### config.mk
export PLATFORM = sky130hd
export DESIGN_NAME = pipe_stage_reg
export DESIGN_NICKNAME = d
export VERILOG_FILES = /design/src/rtl/pipe_stage_reg.sv
export SDC_FILE = /design/constraint.sdc
export NUM_CORES = 1
export LEC_CHECK = 0
export CAP_MARGIN = 40
export CORE_MARGIN = 2
export CORE_UTILIZATION = 40
export CTS_CLUSTER_DIAMETER = 40
export DETAILED_ROUTE_END_ITERATION = 16
export PLACE_DENSITY = 0.89
export SLEW_MARGIN = 20
export SYNTH_ARGS = -nofsm -noshare
export SYNTH_HDL_FRONTEND = slang
export SYNTH_SLANG_ARGS = --single-unit
### constraint.sdc
create_clock -name clk -period 13 [get_ports clk]
set_clock_uncertainty 0.1 [all_clocks]
set_input_delay 2.6 -clock clk [delete_from_list [all_inputs] [get_ports clk]]
set_output_delay 2.6 -clock clk [all_outputs]
set_load 0.03 [all_outputs]
### src/rtl/pipe_stage_reg.sv
// ---------------------------------------------------------------------------
// pipe_stage_reg
//
// Purpose:
//   Generic pipeline stage register. It carries one payload / control /
//   destination bundle per beat between two pipeline stages using a
//   valid/ready handshake. It stalls without losing beats and squashes every
//   held beat on flush. An empty or squashed stage shows all-zero control and
//   destination, so the downstream stage sees a NOP bubble. A saturating
//   counter records how many beats were discarded by flushes.
//
// Configuration macro:
//   PIPE_STAGE_SKID_EN
//     defined   : two entries (head + skid). in_ready comes straight from a
//                 flop, so there is no combinational path from out_ready to
//                 in_ready. occ ranges over 0..2.
//     undefined : single head entry. in_ready is combinational from
//                 out_ready, so a beat can be accepted in the same edge that
//                 releases the current head. occ ranges over 0..1.
//
// Parameters:
//   DATA_W  payload width (PC, ALU result, operands, ...)
//   CTRL_W  control word width
//   DEST_W  destination register index width
//   CNT_W   squash counter width
//
// Ports:
//   clk           in   clock, every state update happens on the rising edge
//   reset         in   asynchronous active-high reset
//   flush         in   synchronous squash of every held beat
//   in_valid      in   upstream beat present
//   in_ready      out  stage accepts a beat this cycle
//   in_data       in   upstream payload
//   in_ctrl       in   upstream control word
//   in_dest       in   upstream destination index
//   out_valid     out  beat presented downstream
//   out_ready     in   downstream accepts the beat
//   out_data      out  head payload (keeps its last value while empty)
//   out_ctrl      out  head control, zero while out_valid is low
//   out_dest      out  head destination, zero while out_valid is low
//   occ           out  number of held beats
//   squash_count  out  saturating count of beats discarded by flush
// ---------------------------------------------------------------------------
module pipe_stage_reg #(
  parameter int DATA_W = 64,
  parameter int CTRL_W = 44,
  parameter int DEST_W = 3,
  parameter int CNT_W  = 8
) (
  input  logic              clk,
  input  logic              reset,
  input  logic              flush,
  input  logic              in_valid,
  output logic              in_ready,
  input  logic [DATA_W-1:0] in_data,
  input  logic [CTRL_W-1:0] in_ctrl,
  input  logic [DEST_W-1:0] in_dest,
  output logic              out_valid,
  input  logic              out_ready,
  output logic [DATA_W-1:0] out_data,
  output logic [CTRL_W-1:0] out_ctrl,
  output logic [DEST_W-1:0] out_dest,
  output logic [1:0]        occ,
  output logic [CNT_W-1:0]  squash_count
);

  // Head entry: the oldest beat, always the one presented downstream.
  logic              r_headValid;
  logic [DATA_W-1:0] r_headData;
  logic [CTRL_W-1:0] r_headCtrl;
  logic [DEST_W-1:0] r_headDest;

  // Saturating squash counter.
  logic [CNT_W-1:0]  r_squashCount;

  // Handshake and next-state wires shared by both build variants.
  logic              w_inReady;
  logic              w_accept;
  logic              w_release;
  logic              w_headValidNxt;
  logic              w_headLoadIn;
  logic [1:0]        w_occ;
  logic [CNT_W:0]    w_cntSum;

  // A beat moves in when upstream offers and we are ready; a beat leaves
  // when we present one and downstream takes it. During flush a release is
  // still seen here, but the flush branch below discards the head anyway,
  // so that beat is counted as squashed rather than delivered.
  assign w_accept  = in_valid && w_inReady;
  assign w_release = r_headValid && out_ready;

`ifdef PIPE_STAGE_SKID_EN

  // Skid entry: holds the younger beat captured while the head was stalled.
  logic              r_skidValid;
  logic [DATA_W-1:0] r_skidData;
  logic [CTRL_W-1:0] r_skidCtrl;
  logic [DEST_W-1:0] r_skidDest;

  logic              w_skidValidNxt;
  logic              w_headLoadSkid;
  logic              w_skidLoad;

  // Ready depends only on the registered skid flag, so out_ready never
  // reaches in_ready combinationally. While the skid is empty there is
  // always somewhere to put a new beat, even if the head is stalled.
  assign w_inReady = !flush && !r_skidValid;
  assign w_occ     = {1'b0, r_headValid} + {1'b0, r_skidValid};

  // Next-state selection for the two entries. The skid is only ever full
  // while the head is full, and while the skid is full in_ready is low, so
  // "release with skid full" never coincides with an accept.
  always_comb begin
    w_headValidNxt = r_headValid;
    w_skidValidNxt = r_skidValid;
    w_headLoadIn   = 1'b0;
    w_headLoadSkid = 1'b0;
    w_skidLoad     = 1'b0;
    if (flush) begin
      w_headValidNxt = 1'b0;
      w_skidValidNxt = 1'b0;
    end else if (!r_headValid) begin
      w_headValidNxt = w_accept;
      w_headLoadIn   = w_accept;
    end else if (w_release) begin
      if (r_skidValid) begin
        w_headValidNxt = 1'b1;
        w_skidValidNxt = 1'b0;
        w_headLoadSkid = 1'b1;
      end else begin
        w_headValidNxt = w_accept;
        w_headLoadIn   = w_accept;
      end
    end else begin
      w_skidLoad     = w_accept;
      w_skidValidNxt = r_skidValid || w_accept;
    end
  end

  // Valid flags for head and skid.
  always_ff @(posedge clk or posedge reset) begin
    if (reset) begin
      r_headValid <= 1'b0;
      r_skidValid <= 1'b0;
    end else begin
      r_headValid <= w_headValidNxt;
      r_skidValid <= w_skidValidNxt;
    end
  end

  // Head payload: loads either a fresh upstream beat or the older beat
  // waiting in the skid. It is left alone otherwise, so out_data keeps its
  // last value while the stage is empty.
  always_ff @(posedge clk or posedge reset) begin
    if (reset) begin
      r_headData <= '0;
      r_headCtrl <= '0;
      r_headDest <= '0;
    end else if (w_headLoadIn) begin
      r_headData <= in_data;
      r_headCtrl <= in_ctrl;
      r_headDest <= in_dest;
    end else if (w_headLoadSkid) begin
      r_headData <= r_skidData;
      r_headCtrl <= r_skidCtrl;
      r_headDest <= r_skidDest;
    end
  end

  // Skid payload: captures the upstream beat that arrives while the head is
  // stalled.
  always_ff @(posedge clk or posedge reset) begin
    if (reset) begin
      r_skidData <= '0;
      r_skidCtrl <= '0;
      r_skidDest <= '0;
    end else if (w_skidLoad) begin
      r_skidData <= in_data;
      r_skidCtrl <= in_ctrl;
      r_skidDest <= in_dest;
    end
  end

`else

  // Single-entry stage: we can take a beat when empty, or when the current
  // head leaves in the same edge.
  assign w_inReady = !flush && (!r_headValid || out_ready);
  assign w_occ     = {1'b0, r_headValid};

  // Next-state for the head flag. An accept wins over a release because the
  // new beat replaces the departing one in the same edge.
  always_comb begin
    w_headValidNxt = r_headValid;
    w_headLoadIn   = 1'b0;
    if (flush) begin
      w_headValidNxt = 1'b0;
    end else if (w_accept) begin
      w_headValidNxt = 1'b1;
      w_headLoadIn   = 1'b1;
    end else if (w_release) begin
      w_headValidNxt = 1'b0;
    end
  end

  // Head valid flag.
  always_ff @(posedge clk or posedge reset) begin
    if (reset) begin
      r_headValid <= 1'b0;
    end else begin
      r_headValid <= w_headValidNxt;
    end
  end

  // Head payload: only written on accept, so out_data keeps its last value
  // while the stage is empty.
  always_ff @(posedge clk or posedge reset) begin
    if (reset) begin
      r_headData <= '0;
      r_headCtrl <= '0;
      r_headDest <= '0;
    end else if (w_headLoadIn) begin
      r_headData <= in_data;
      r_headCtrl <= in_ctrl;
      r_headDest <= in_dest;
    end
  end

`endif

  // Sum one bit wider than the counter so overflow shows up in the top bit.
  assign w_cntSum = {1'b0, r_squashCount} + {{(CNT_W-1){1'b0}}, w_occ};

  // Squash counter: every beat held at a flush edge is counted, including a
  // head that downstream happened to accept in that same edge. It saturates
  // at all-ones instead of wrapping.
  always_ff @(posedge clk or posedge reset) begin
    if (reset) begin
      r_squashCount <= '0;
    end else if (flush) begin
      if (w_cntSum[CNT_W]) begin
        r_squashCount <= '1;
      end else begin
        r_squashCount <= w_cntSum[CNT_W-1:0];
      end
    end
  end

  // Outputs come only from flops (plus the ready logic), so no in_* input
  // reaches out_*. Control and destination are gated to zero while empty so
  // an idle or squashed stage looks like a NOP bubble.
  assign in_ready     = w_inReady;
  assign out_valid    = r_headValid;
  assign out_data     = r_headData;
  assign out_ctrl     = r_headValid ? r_headCtrl : '0;
  assign out_dest     = r_headValid ? r_headDest : '0;
  assign occ          = w_occ;
  assign squash_count = r_squashCount;

endmodule

==> flow_summary_export.csv <==
group,metric,value,unit
status,outcome,"finished clean",
cts,clkLatencyLatePin,0.40,ns
yosys,synth_cell_types,27,
timing,fmax,0.146,GHz
placed_design,gp_congestion,0.812,
cells_and_area,n_antenna_cell,0,
yosys,yosysSeqAreaShare,0.601,
placed_design,hpwlAfterDp,9510,um
pwr,power,1.30,mW
timing,hold_ws,0.373,ns
timing,maxSlewHeadroom,0.604,
timing,rsz0062_at_grt,"no",
timing,hold_viol_final,0,
detailed_routing,detail-route-antenna-nets,0,
detailed_routing,routed_via_density,4.79,
global_routing,first_global_vias,3831,
yosys,avgSynthCellArea,14.9,um2
setup_path,r2r_slack,9.89,ns
detailed_routing,routed_wl,12900,um
floorplanning,fp.dieW,116,um
yosys,synthCells,336,
timing,tns,0,ns
cells_and_area,drive_above_1_share,0.0985,
timing,min_period,6.84,ns
timing,final_max_slew_viol_count,0,
pwr,powerDensity,161,mW/mm2
floorplanning,rows,40,
cts,clockBufferDepth,2,
cts,htreeDepth,4,
timing,setup_viol,0,
floorplanning,die_h,116,um
global_routing,grt_max_degree,61,
cells_and_area,fill_cells,906,
detailed_routing,wl_per_cell,17.0,um
floorplanning,ioPinCount,239,
cts,cts_root_buf,"clkbuf_16",
cts,cts_tree,"built",
flow_run,max_cap_violations,0,
floorplanning,dieArea,0.0134,mm2
cells_and_area,final_util,0.666,
hold_path,hp-class,"flop to flop",
setup_path,worstSetupEndpointType,"primary output",
yosys,netlist_area,0.00500,mm2
cells_and_area,final_nets,695,
floorplanning,start_util,0.413,
setup_path,crit_required,10.30,ns
floorplanning,core_area,0.0121,mm2
global_routing,grt_pass1_wl,19700,um
yosys,ys_ff_latch,120,
global_routing,grt_usage,0.194,
detailed_routing,dr.first_iter.drc_count,150,
hold_path,hold_start,"r_headCtrl[31]$_DFFE_PP0P_",
setup_path,ff2ff_path_depth,7,
hold_path,whs_path_depth,1,
detailed_routing,vias,3627,
setup_path,path_class,"input port to primary output",
hold_path,min_to,"r_headCtrl[31]$_DFFE_PP0P_",
placed_design,port_buffers,237,
global_routing,antenna_found_initial,0,
cells_and_area,syn2layout_area_growth,61.4,%
detailed_routing,drc,0,
setup_path,r2r_end,"out_data[35]$_DFFE_PP0P_",
cts,clkTransAtPathRegs,0.05,ns
timing,worst_pin_slew,0.594,ns
pwr,power.leakage,3.35,nW
cts,ctsResizeCount,0,
cts,cts_sinks,120,
detailed_routing,first_pass_iters,4,
yosys,yosysWarnings,0,
global_routing,overflow,0,
setup_path,r2r_start,"out_valid$_DFFE_PP0P_",
setup_path,path_max_fanout,13,
setup_path,start_kind,"input port",
cts,cts_hold_buf,0,
setup_path,worstPathArrival,4.14,ns
cts,cts_made_buffers,17,
pwr,peakVddDrop,0.0785,mV
timing,min_period_over_period,0.526,
yosys,synth_nets,454,
cts,cts_setup_buffers,0,
cell type report:
cell class | instances | area (um2) | area share
tap | 168 | 210 | 0.0261
sequential | 120 | 3000 | 0.372
clock buffer | 23 | 468 | 0.0580
clock inverter | 8 | 121 | 0.0151
inverter | 1 | 6.26 | 0.000776
multi-input combinational | 194 | 1800 | 0.223
timing repair buffer | 243 | 2460 | 0.305
per-layer routing:
metal / part of all wire / track usage / routed length (um) / vias up
met2: 0.51 / 0.343 / 6600 / 182
li1: - / - / - / 1635
met5: 0 / 0 / 0 / -
met4: 0.015 / 0.0706 / 196 / 0
met3: 0.093 / 0.0737 / 1200 / 18
met1: 0.38 / 0.213 / 4890 / 1792
critical path, cell delays in order:
cell and delay [ns]:
clkdlybuf4s50_1 0.67, nor2_1 0.19, clkdlybuf4s50_1 0.68
state kept, by name, summed over array words and instances, names as in the netlist:
register      flops
out_data         64
out_valid         1
r_headCtrl       44
r_headDest        3
squash_count      8
Yosys cell counts:
library cell / count / area, um2
a21oi_1: 4 / 20.0
a41oi_1: 1 / 8.76
xor2_1: 1 / 8.76
buf_8: 9 / 135
nand2_1: 4 / 15.0
dfrtp_1: 120 / 3000
and2_1: 47 / 294
buf_4: 2 / 15.0
nor2_1: 4 / 15.0
nor2b_4: 1 / 13.8
buf_2: 2 / 10.0
inv_1: 1 / 3.75
nand3_1: 3 / 15.0
buf_6: 1 / 11.3
conb_1: 1 / 3.75
nor2b_1: 1 / 6.26
nand4_1: 3 / 18.8
and4_1: 1 / 8.76
mux2_2: 22 / 248
clkbuf_1: 7 / 26.3
mux2i_1: 3 / 30.0
and3_1: 2 / 12.5
and4b_1: 1 / 10.0
a31oi_1: 2 / 12.5
nor3b_2: 1 / 12.5
ha_1: 2 / 25.0
mux2_1: 90 / 1010
cells in the final DEF, fill, tap and decap left out, drive strengths merged:
master	count
bufinv	3
a41oi	1
ha	2
and2	47
mux2	112
nand4	3
clkinvlp	1
inv	1
nand2	4
xor2	1
nand3	3
and4	1
buf	6
clkinv	4
a31oi	2
mux2i	3
clkdlybuf4s50	237
a21oi	4
conb	1
nor2b	2
and4b	1
and3	2
nor2	4
dfrtp	120
nor3b	1
clkbuf	23
worst max-delay path by stage:
stage / startpoint / endpoint / slack, ns / depth (start not counted)
2_1_floorplan: flush / in_ready / 7.06 / 2
3_3_place_gp: flush / in_ready / 6.16 / 3
3_5_place_dp: flush / in_ready / 6.16 / 3
4_1_cts: flush / in_ready / 6.15 / 3
5_1_grt: flush / in_ready / 6.08 / 3
6_report: flush / in_ready / 6.16 / 3
metrics by stage:
stage	cell area, um2	std cells	worst slack (ns)
after floorplan	5000	336	7.06
after global placement	7420	724	6.16
after detailed placement	7470	726	6.16
after CTS	8060	757	6.15
after global routing	8060	757	6.08
final	8060	757	6.16
cell families (layout without fill, tap and decap cells):
| group | Yosys count | count (layout) | share of synthesized area |
|---|---|---|---|
| flip-flops | 120 | 120 | 0.601 |
| multiplexers | 115 | 115 | 0.258 |
| AND/OR/NAND/NOR | 68 | 68 | 0.0844 |
| buffers and inverters | 22 | 275 | 0.0403 |
| AO/OA/AOI/OAI | 7 | 7 | 0.00826 |
| adder cells (fa/ha/maj) | 2 | 2 | 0.00501 |
| other | 1 | 1 | 0.000751 |
| XOR/XNOR | 1 | 1 | 0.00175 |
power breakdown:
group          internal [mW]  switching (mW)  total [mW]
Combinational          0.171           0.184       0.356
Sequential             0.441          0.0407       0.482
Clock                  0.310           0.153       0.463
Total                  0.922           0.378        1.30
No activity file was read; power rests on OpenSTA's default activity.
